===== src/rtl/find_extrema_pkg.sv =====
// Shared types and the strict-greater compare used by both extrema paths.
package find_extrema_pkg;

  typedef enum logic [1:0] {
    IDLE = 2'd0,
    RUN  = 2'd1,
    DONE = 2'd2
  } state_t;

  // Operands are pre-extended to this width so one function serves any WIDTH up to 64.
  localparam int CMP_W = 64;

  function automatic logic gt(input logic [CMP_W-1:0] a,
                              input logic [CMP_W-1:0] b,
                              input logic             signed_mode);
    logic signed [CMP_W-1:0] a_s;
    logic signed [CMP_W-1:0] b_s;
    a_s = a;
    b_s = b;
    if (signed_mode)
      return a_s > b_s;
    return a > b;
  endfunction

endpackage


===== src/rtl/extrema_cmp.sv =====
// Combinational strict-greater comparator: gt_out = (a > b) in the selected number system.
module extrema_cmp
  import find_extrema_pkg::*;
#(
  parameter int WIDTH  = 8,
  parameter int SIGNED = 0
) (
  input  logic [WIDTH-1:0] a,
  input  logic [WIDTH-1:0] b,
  output logic             gt_out
);

  logic [CMP_W-1:0] a_ext;
  logic [CMP_W-1:0] b_ext;

  generate
    if (SIGNED != 0) begin : g_sext
      logic signed [WIDTH-1:0] a_s;
      logic signed [WIDTH-1:0] b_s;
      always_comb begin
        a_s   = a;
        b_s   = b;
        a_ext = CMP_W'(a_s);
        b_ext = CMP_W'(b_s);
      end
    end else begin : g_zext
      always_comb begin
        a_ext = CMP_W'(a);
        b_ext = CMP_W'(b);
      end
    end
  endgenerate

  assign gt_out = gt(a_ext, b_ext, SIGNED != 0);

endmodule


===== src/rtl/find_extrema.sv =====
// Framed-stream extrema tracker: running max/min, first-max index and sample count per sequence.
module find_extrema
  import find_extrema_pkg::*;
#(
  parameter int   WIDTH   = 8,
  parameter int   MAX_LEN = 16,
  parameter int   SIGNED  = 0,
  localparam int  IDXW    = $clog2(MAX_LEN),
  localparam int  CNTW    = $clog2(MAX_LEN + 1)
) (
  input  logic             clk,
  input  logic             rst,
  input  logic             start,
  input  logic             in_valid,
  input  logic             in_last,
  input  logic [WIDTH-1:0] in_data,
  output logic             in_ready,
  output logic [WIDTH-1:0] max_val,
  output logic [WIDTH-1:0] min_val,
  output logic [IDXW-1:0]  max_idx,
  output logic [CNTW-1:0]  count,
  output logic             done
);

  state_t          state;
  state_t          next_state;
  logic            accept;
  logic            terminal;
  logic            first;
  logic            max_gt;
  logic            min_gt;
  logic [CNTW-1:0] count_inc;

  assign accept    = in_valid && in_ready;
  assign count_inc = count + CNTW'(1);
  assign terminal  = in_last || (count_inc == CNTW'(MAX_LEN));
  assign first     = (count == '0);

  extrema_cmp #(.WIDTH(WIDTH), .SIGNED(SIGNED)) u_max_cmp (
    .a      (in_data),
    .b      (max_val),
    .gt_out (max_gt)
  );

  // Min path reuses the same strict-greater test with operands swapped.
  extrema_cmp #(.WIDTH(WIDTH), .SIGNED(SIGNED)) u_min_cmp (
    .a      (min_val),
    .b      (in_data),
    .gt_out (min_gt)
  );

  always_ff @(posedge clk) begin
    if (rst)
      state <= IDLE;
    else
      state <= next_state;
  end

  always_comb begin
    next_state = state;
    case (state)
      IDLE:    if (start) next_state = RUN;
      RUN:     if (accept && terminal) next_state = DONE;
      DONE:    next_state = start ? RUN : IDLE;
      default: next_state = IDLE;
    endcase
  end

  always_comb begin
    in_ready = (state == RUN);
    done     = (state == DONE);
  end

  always_ff @(posedge clk) begin
    if (rst) begin
      max_val <= '0;
      min_val <= '0;
      max_idx <= '0;
      count   <= '0;
    end else if (accept) begin
      count <= count_inc;
      if (first) begin
        max_val <= in_data;
        min_val <= in_data;
        max_idx <= '0;
      end else begin
        if (max_gt) begin
          max_val <= in_data;
          max_idx <= count[IDXW-1:0];
        end
        if (min_gt)
          min_val <= in_data;
      end
    end else if (start && (state == IDLE || state == DONE)) begin
      count <= '0;
    end
  end

endmodule


===== config.mk =====
export PLATFORM = sky130hd
export DESIGN_NAME = find_extrema
export DESIGN_NICKNAME = d
export VERILOG_FILES = /design/src/rtl/find_extrema_pkg.sv /design/src/rtl/extrema_cmp.sv /design/src/rtl/find_extrema.sv
export SDC_FILE = /design/constraint.sdc
export NUM_CORES = 1
export LEC_CHECK = 0
export ABC_AREA = 0
export CORE_UTILIZATION = 35
export CTS_CLUSTER_DIAMETER = 30
export DETAILED_ROUTE_END_ITERATION = 10
export PLACE_DENSITY = 0.62
export SETUP_SLACK_MARGIN = 0.1
export SYNTH_ARGS = -nofsm -noshare
export SYNTH_HDL_FRONTEND = slang
export SYNTH_SLANG_ARGS = --single-unit

===== constraint.sdc =====
create_clock -name clk -period 1.7 [get_ports clk]
set_input_delay 0.425 -clock clk [delete_from_list [all_inputs] [get_ports clk]]
set_output_delay 0.425 -clock clk [all_outputs]
set_load 0.05 [all_outputs]

==> results of run 1 <==
[routing by layer]
layer	global-route usage, %	up-vias	wire length (um)	share of wire, %
li1	-	789	-	-
met1	22.1	733	1990	48
met2	28.5	26	2030	49
met3	1.83	4	91	2.2
met4	5.33	0	47	1.1
met5	0	-	0	0
[timing repair]
action                     4_1_cts  5_1_grt
gates cloned                     1        0
gates resized for setup         59        7
setup endpoints to repair       20       20
pin swaps                       14        8
buffers inserted                14        1
[through the flow]
stage	setup WS [ns]	cell area, um2
2_1_floorplan	-0.150	1780
3_3_place_gp	-0.792	2440
3_5_place_dp	-0.836	2440
4_1_cts	-0.0280	2770
5_1_grt	-0.142	2780
6_report	-0.0718	2780
[sequential cells by signal, summed over array words and instances, names as in the netlist]
register and cells:
min_val 8, max_val 8, max_idx 4, state 2, count 5
[worst max path at each step]
stage               start    endpoint  slack [ns]  cells past startpoint
4_1_cts          count[0]  min_val[1]       -0.03                      8
2_1_floorplan  min_val[1]  min_val[2]       -0.15                      6
3_3_place_gp   in_data[1]  min_val[7]       -0.79                      8
3_5_place_dp   in_data[1]  min_val[1]       -0.84                      8
5_1_grt        min_val[1]  min_val[6]       -0.14                      7
6_report       min_val[1]  min_val[2]       -0.07                      7
[cells in the mapped netlist, types with 3 or more instances]
cell / number / area share (%)
dfxtp_1: 27 / 32
inv_1: 19 / 4.2
ha_1: 18 / 13
mux2i_1: 18 / 11
nand2b_1: 16 / 5.9
or2b_1: 16 / 7.1
a21oi_1: 14 / 4.2
nor2_1: 6 / 1.3
nand2_1: 5 / 1.1
o21ai_0: 5 / 1.5
nand4_1: 4 / 1.5
and2_1: 3 / 1.1
clkbuf_1: 3 / 0.67
nor2b_1: 3 / 1.1
[layout by cell type (no fill, tap or decap), types with 4 or more instances in the layout]
cell type / n
buf_6: 9
dfxtp_2: 12
nand2_1: 5
nor2_1: 6
clkdlybuf4s50_1: 4
buf_4: 51
buf_2: 4
a21oi_1: 10
ha_4: 13
inv_1: 10
inv_2: 7
or2b_1: 16
mux2i_1: 18
dfxtp_1: 8
a21oi_2: 4
o21ai_0: 4
nand4_1: 4
ha_1: 5
buf_12: 9
dfxtp_4: 7
nand2b_1: 16
[final cells by class]
type                    instances  area share (%)
repair buffers                 80            26.6
well taps                      52            2.34
flip-flops and latches         27            20.9
clock inverters                 1           0.225
clock buffers                   3            1.49
multi-input cells             130            45.6
inverters                      19            2.75
[kinds of logic (layout without fill, tap and decap cells)]
family,after synthesis,in the layout
AND/OR/NAND/NOR,63,63
AO/OA/AOI/OAI,30,31
flip-flops,27,27
buffers and inverters,25,103
adder cells (fa/ha/maj),18,18
multiplexers,18,18
[worst register-to-register path, stage by stage (launching register included)]
cell,delay (ns)
dfxtp_4,0.37
ha_4,0.21
nor2b_4,0.12
o211ai_1,0.24
a21oi_2,0.10
o311ai_4,0.31
buf_6,0.17
mux2i_1,0.18
[report_power, final]
group | leakage [nW] | internal (mW) | switching, mW
clock network | 0.0260 | 0.168 | 0.204
registers | 0.230 | 0.647 | 0.0157
logic | 0.930 | 0.225 | 0.234
==> impl_results.rst, run 1 <==
.. list-table::
   :header-rows: 1

   * - Metric
     - Value
   * - Die Wd
     - 71.4 um
   * - Class of the worst hold path
     - in -> reg
   * - Flip-flop and latch count after synthesis
     - 27
   * - Aggregate routed wire length
     - 4170 um
   * - TritonRoute pass-1 iters
     - 4
   * - Die boundary height
     - 71.4 um
   * - Cell Pwr Density
     - 538 nW/um2
   * - Maximum clock insertion buffer count
     - 2
   * - Worst R2R Start
     - min_val[1]
   * - Crit path buffers/inverters
     - 1
   * - Post-CTS Hold Fix Bufs
     - 0
   * - Drt first-iter violations
     - 60
   * - CTS H-tree lvls
     - 1
   * - Wire length per cell
     - 13.4 um
   * - Post-layout nets
     - 292
   * - Gr ovfl total
     - 0
   * - Fraction of the yosys area taken by sequential cells
     - 32.0%
   * - Worst slew margin
     - 71.6%
   * - Post-route DRC violation count
     - 0
   * - Worst endpoint required time
     - 1.90 ns
   * - Count of distinct cell types in the synthesized netlist
     - 33
   * - Setup slack of the critical path after layout
     - -0.0718 ns
   * - Leakage power figure
     - 1.19 nW
   * - Largest delay share family, worst path
     - compound AO/OA/AOI/OAI gates
   * - Number of synthesized flops with an enable pin
     - 0
   * - HP Start
     - in_data[0]
   * - Critical path capture point type
     - flop
   * - VDD IR max
     - 0.296 mV
   * - Shortest period the worst path allows
     - 1.77 ns
   * - Number of warnings issued by yosys
     - 0
   * - Post-detailed-placement half-perimeter wirelength
     - 2800 um
   * - Via count of the routed design
     - 1552
   * - Diodes inserted
     - 0
   * - Post-synthesis instance area
     - 1690 um2
   * - Slew @ Worst Pin
     - 0.421 ns
   * - Die Outline Area
     - 5100 um2
   * - Reg2reg end
     - min_val[2]
   * - Via-to-Cell Ratio
     - 4.97
   * - Total instance count after detailed placement
     - 293
   * - Accumulated negative setup slack
     - -0.605 ns
   * - Global-route total usage across every layer
     - 16.7%
   * - Worst min-delay path endpoint
     - max_val[0]
   * - Register area
     - 582 um2
   * - # fillers
     - 402
   * - Clock Sink Count
     - 27
   * - Number of standard-cell rows in the floorplan
     - 24
   * - Clock insertion delay at the later pin of the skew report
     - 0.27 ns
   * - Final instance count without filler cells
     - 312
   * - Critical setup path kind
     - reg -> reg
   * - Final clock skew
     - 0.00242 ns
   * - Synth Area in Adders
     - 13.4%
   * - Number of buffers inserted by port buffering
     - 39
   * - Cell count after synthesis
     - 181
   * - GPL Wtd Cong
     - 0.731
   * - Fin util
     - 61.7%
   * - Worst-path clk slew
     - 0.09 ns
   * - Clock root buffer
     - clkbuf_8
   * - Master of the slowest instance on the critical path
     - dfxtp_4
   * - Antenna violations before repair
     - 0
   * - Total nets after synthesis
     - 212
   * - Dominant combinational cell family by area after synthesis
     - simple AND/OR/NAND/NOR gates
   * - Num ports
     - 40
   * - Multi-input logic area
     - 1270 um2
   * - Violations in the final reports
     - setup timing
   * - Compound-cell area share of the yosys netlist
     - 12.3%
   * - Chain of cells forming the critical path
     - ha_4 -> nor2b_4 -> o211ai_1 -> a21oi_2 -> o311ai_4 -> buf_6 -> mux2i_1
   * - Min Hold Slack
     - 0.472 ns
   * - TritonCTS buffer count
     - 3
   * - Run status
     - finished with violations
   * - Core outline area
     - 4500 um2
   * - Post-synthesis share of cell area spent on and, or, nand and nor gates
     - 24.8%
   * - Primary FF master, synth
     - dfxtp_1
   * - Achievable clock frequency
     - 564 MHz
   * - Number of max-slew violations in the final report
     - 0
   * - Final count of negative-setup-slack endpoints
     - 12
   * - Vias in the first global route
     - 1465
   * - Worst stage delay on the critical path
     - 0.37 ns
   * - TritonCTS clock tree
     - done
   * - Share of the clock period used by the worst path after layout
     - 104%
   * - Max-cap viol count
     - 0
   * - Multiplexer share of the synthesized area
     - 10.7%
   * - Xor/xnor share of the synthesized area
     - 0%
   * - Worst reg-to-reg setup slack
     - -0.07 ns
   * - Hold Violations, Final
     - 0
   * - Fraction of final layout cells with drive strength greater than 1
     - 53.5%
   * - Average cell area after synthesis
     - 9.32 um2
   * - Worst Path Arrival
     - 1.97 ns
   * - Cell depth of the worst min-delay path
     - 3
   * - Share of synthesized flip-flops with an asynchronous set or reset
     - 0%
   * - Power, Total
     - 1.49 mW
   * - Worst Setup Start Kind
     - flop
   * - Pin count of the biggest net entering global routing
     - 40
   * - Starting Density
     - 37.4%
   * - First-pass GRT wire length
     - 6680 um
   * - Antenna-violating nets left
     - 0
   * - CP max FO
     - 4
   * - Area growth from synthesis to layout
     - 64.7%
   * - Number of cells on the worst reg-to-reg path
     - 7
   * - RSZ-0062 raised after global routing
     - yes
Note: power is estimated with default switching activity, not from simulation.
==> inputs of run 2 (changes only) <==
--- a/config.mk
+++ b/config.mk
@@ -9,8 +9,8 @@
 export CORE_UTILIZATION = 35
 export CTS_CLUSTER_DIAMETER = 30
 export DETAILED_ROUTE_END_ITERATION = 10
-export PLACE_DENSITY = 0.62
 export SETUP_SLACK_MARGIN = 0.1
+export SKIP_CTS_REPAIR_TIMING = 1
 export SYNTH_ARGS = -nofsm -noshare
 export SYNTH_HDL_FRONTEND = slang
 export SYNTH_SLANG_ARGS = --single-unit
==> impl_results.rst, run 2 (synthesis results as in run 1) <==
.. list-table::
   :header-rows: 1

   * - Metric
     - Value
   * - Run status
     - finished with violations
   * - Violations in the final reports
     - setup timing
   * - TritonRoute pass-1 iters
     - 4
   * - CTS H-tree lvls
     - 1
   * - Fraction of final layout cells with drive strength greater than 1
     - 48.2%
   * - Area growth from synthesis to layout
     - 61.6%
   * - Hold Violations, Final
     - 0
   * - Number of max-slew violations in the final report
     - 0
   * - Worst endpoint required time
     - 1.89 ns
   * - Wire length per cell
     - 13.2 um
   * - Class of the worst hold path
     - reg -> reg
   * - Worst Path Arrival
     - 1.98 ns
   * - Achievable clock frequency
     - 559 MHz
   * - Aggregate routed wire length
     - 4060 um
   * - Starting Density
     - 37.4%
   * - Final instance count without filler cells
     - 307
   * - TritonCTS clock tree
     - done
   * - Worst-path clk slew
     - 0.10 ns
   * - Min Hold Slack
     - 0.484 ns
   * - Die boundary height
     - 71.4 um
   * - Core outline area
     - 4500 um2
   * - Num ports
     - 40
   * - VDD IR max
     - 0.283 mV
   * - Antenna-violating nets left
     - 0
   * - Worst slew margin
     - 74.4%
   * - CP max FO
     - 8
   * - Share of the clock period used by the worst path after layout
     - 105%
   * - Global-route total usage across every layer
     - 15.2%
   * - Pre-CTS setup slack
     - -0.838 ns
   * - Via-to-Cell Ratio
     - 4.88
   * - Worst Setup Start Kind
     - flop
   * - Clock Sink Count
     - 27
   * - Clock root buffer
     - clkbuf_8
   * - Via count of the routed design
     - 1497
   * - Critical setup path kind
     - reg -> reg
   * - Total instance count after detailed placement
     - 292
   * - Final count of negative-setup-slack endpoints
     - 20
   * - Vias in the first global route
     - 1364
   * - Post-detailed-placement half-perimeter wirelength
     - 2890 um
   * - Drt first-iter violations
     - 45
   * - Top flop regs
     - max_val (8), min_val (8), count (5)
   * - Antenna violations before repair
     - 0
   * - Max-cap viol count
     - 0
   * - Clock insertion delay at the later pin of the skew report
     - 0.28 ns
   * - Final clock skew
     - 0.00615 ns
   * - Critical path capture point type
     - flop
   * - Setup slack of the critical path after layout
     - -0.0887 ns
   * - GPL Wtd Cong
     - 0.819
   * - Pin count of the biggest net entering global routing
     - 40
   * - Post-route DRC violation count
     - 0
   * - Die Wd
     - 71.4 um
   * - Gr ovfl total
     - 0
   * - Most frequent standard cell in the layout excluding fill and tap cells
     - buf_4
   * - Power, Total
     - 1.47 mW
   * - Die Outline Area
     - 5100 um2
   * - Slew @ Worst Pin
     - 0.381 ns
   * - Post-layout nets
     - 287
   * - Diodes inserted
     - 0
   * - Leakage power figure
     - 1.21 nW
   * - RSZ-0062 raised after global routing
     - yes
   * - Number of standard-cell rows in the floorplan
     - 24
   * - Shortest period the worst path allows
     - 1.79 ns
   * - Commonest cells after routing, fill and taps aside
     - 52 x buf_4, 18 x mux2i_1, 16 x nand2b_1, 16 x or2b_1, 12 x dfxtp_2
   * - TritonCTS buffer count
     - 3
   * - Maximum clock insertion buffer count
     - 2
   * - Cell Pwr Density
     - 541 nW/um2
   * - First-pass GRT wire length
     - 6150 um
   * - Number of buffers inserted by port buffering
     - 39
-- run 2: changes by cell type in the layout (fill, tap and decap cells not counted), sizes merged --
cell and delta:
buf -10, clkinv +1, clkbuf -2, inv -1
dlymetal6s2s +7
-- run 2: area by class of cell --
cell class / count / area, um2
clock buffers: 3 / 41.3
multi-input cells: 130 / 1220
clock inverters: 1 / 5.00
repair buffers: 75 / 734
flip-flops and latches: 27 / 582
well taps: 52 / 65.1
fillers: 391 / 1780
inverters: 19 / 76.3
-- run 2: metrics by stage --
step                utilization (%)  setup TNS, ns  cell area, um2
finish                         60.5         -0.760            2730
global route                   60.5          -1.67            2730
CTS                            54.9          -8.83            2470
detailed placement             53.9         -14.82            2430
global placement               53.9         -14.41            2430
floorplan                         -          -1.67            1780
-- run 2: worst paths after layout --
kind / from / depth (start not counted) / slack [ns] / end
worst max register to register: count[1] / 8 / -0.09 / min_val[7]
worst min register to register: max_idx[3] / 2 / 0.48 / max_idx[3]
worst max-delay path: count[1] / 8 / -0.09 / min_val[7]
worst min-delay path: max_idx[3] / 2 / 0.48 / max_idx[3]
-- run 2: routing by layer --
metal / GRT usage, % / vias up / part of all wire [%]
met5: 0 / - / 0
met2: 25.4 / 27 / 50
met3: 2.11 / 5 / 2.8
met1: 19.8 / 690 / 45
li1: - / 775 / -
met4: 6.00 / 0 / 1.5
-- run 2: power by group --
group | leakage (nW) | switching, mW | internal, mW
Combinational | 0.954 | 0.225 | 0.212
Clock | 0.0255 | 0.209 | 0.165
Sequential | 0.230 | 0.0153 | 0.647
-- run 2: worst max-delay path, stage by stage (launching register included) --
cell      delay [ns]
dfxtp_4         0.37
inv_4           0.04
ha_4            0.14
nor4b_4         0.13
buf_4           0.14
or3_4           0.39
o311ai_4        0.10
buf_12          0.18
mux2i_1         0.21
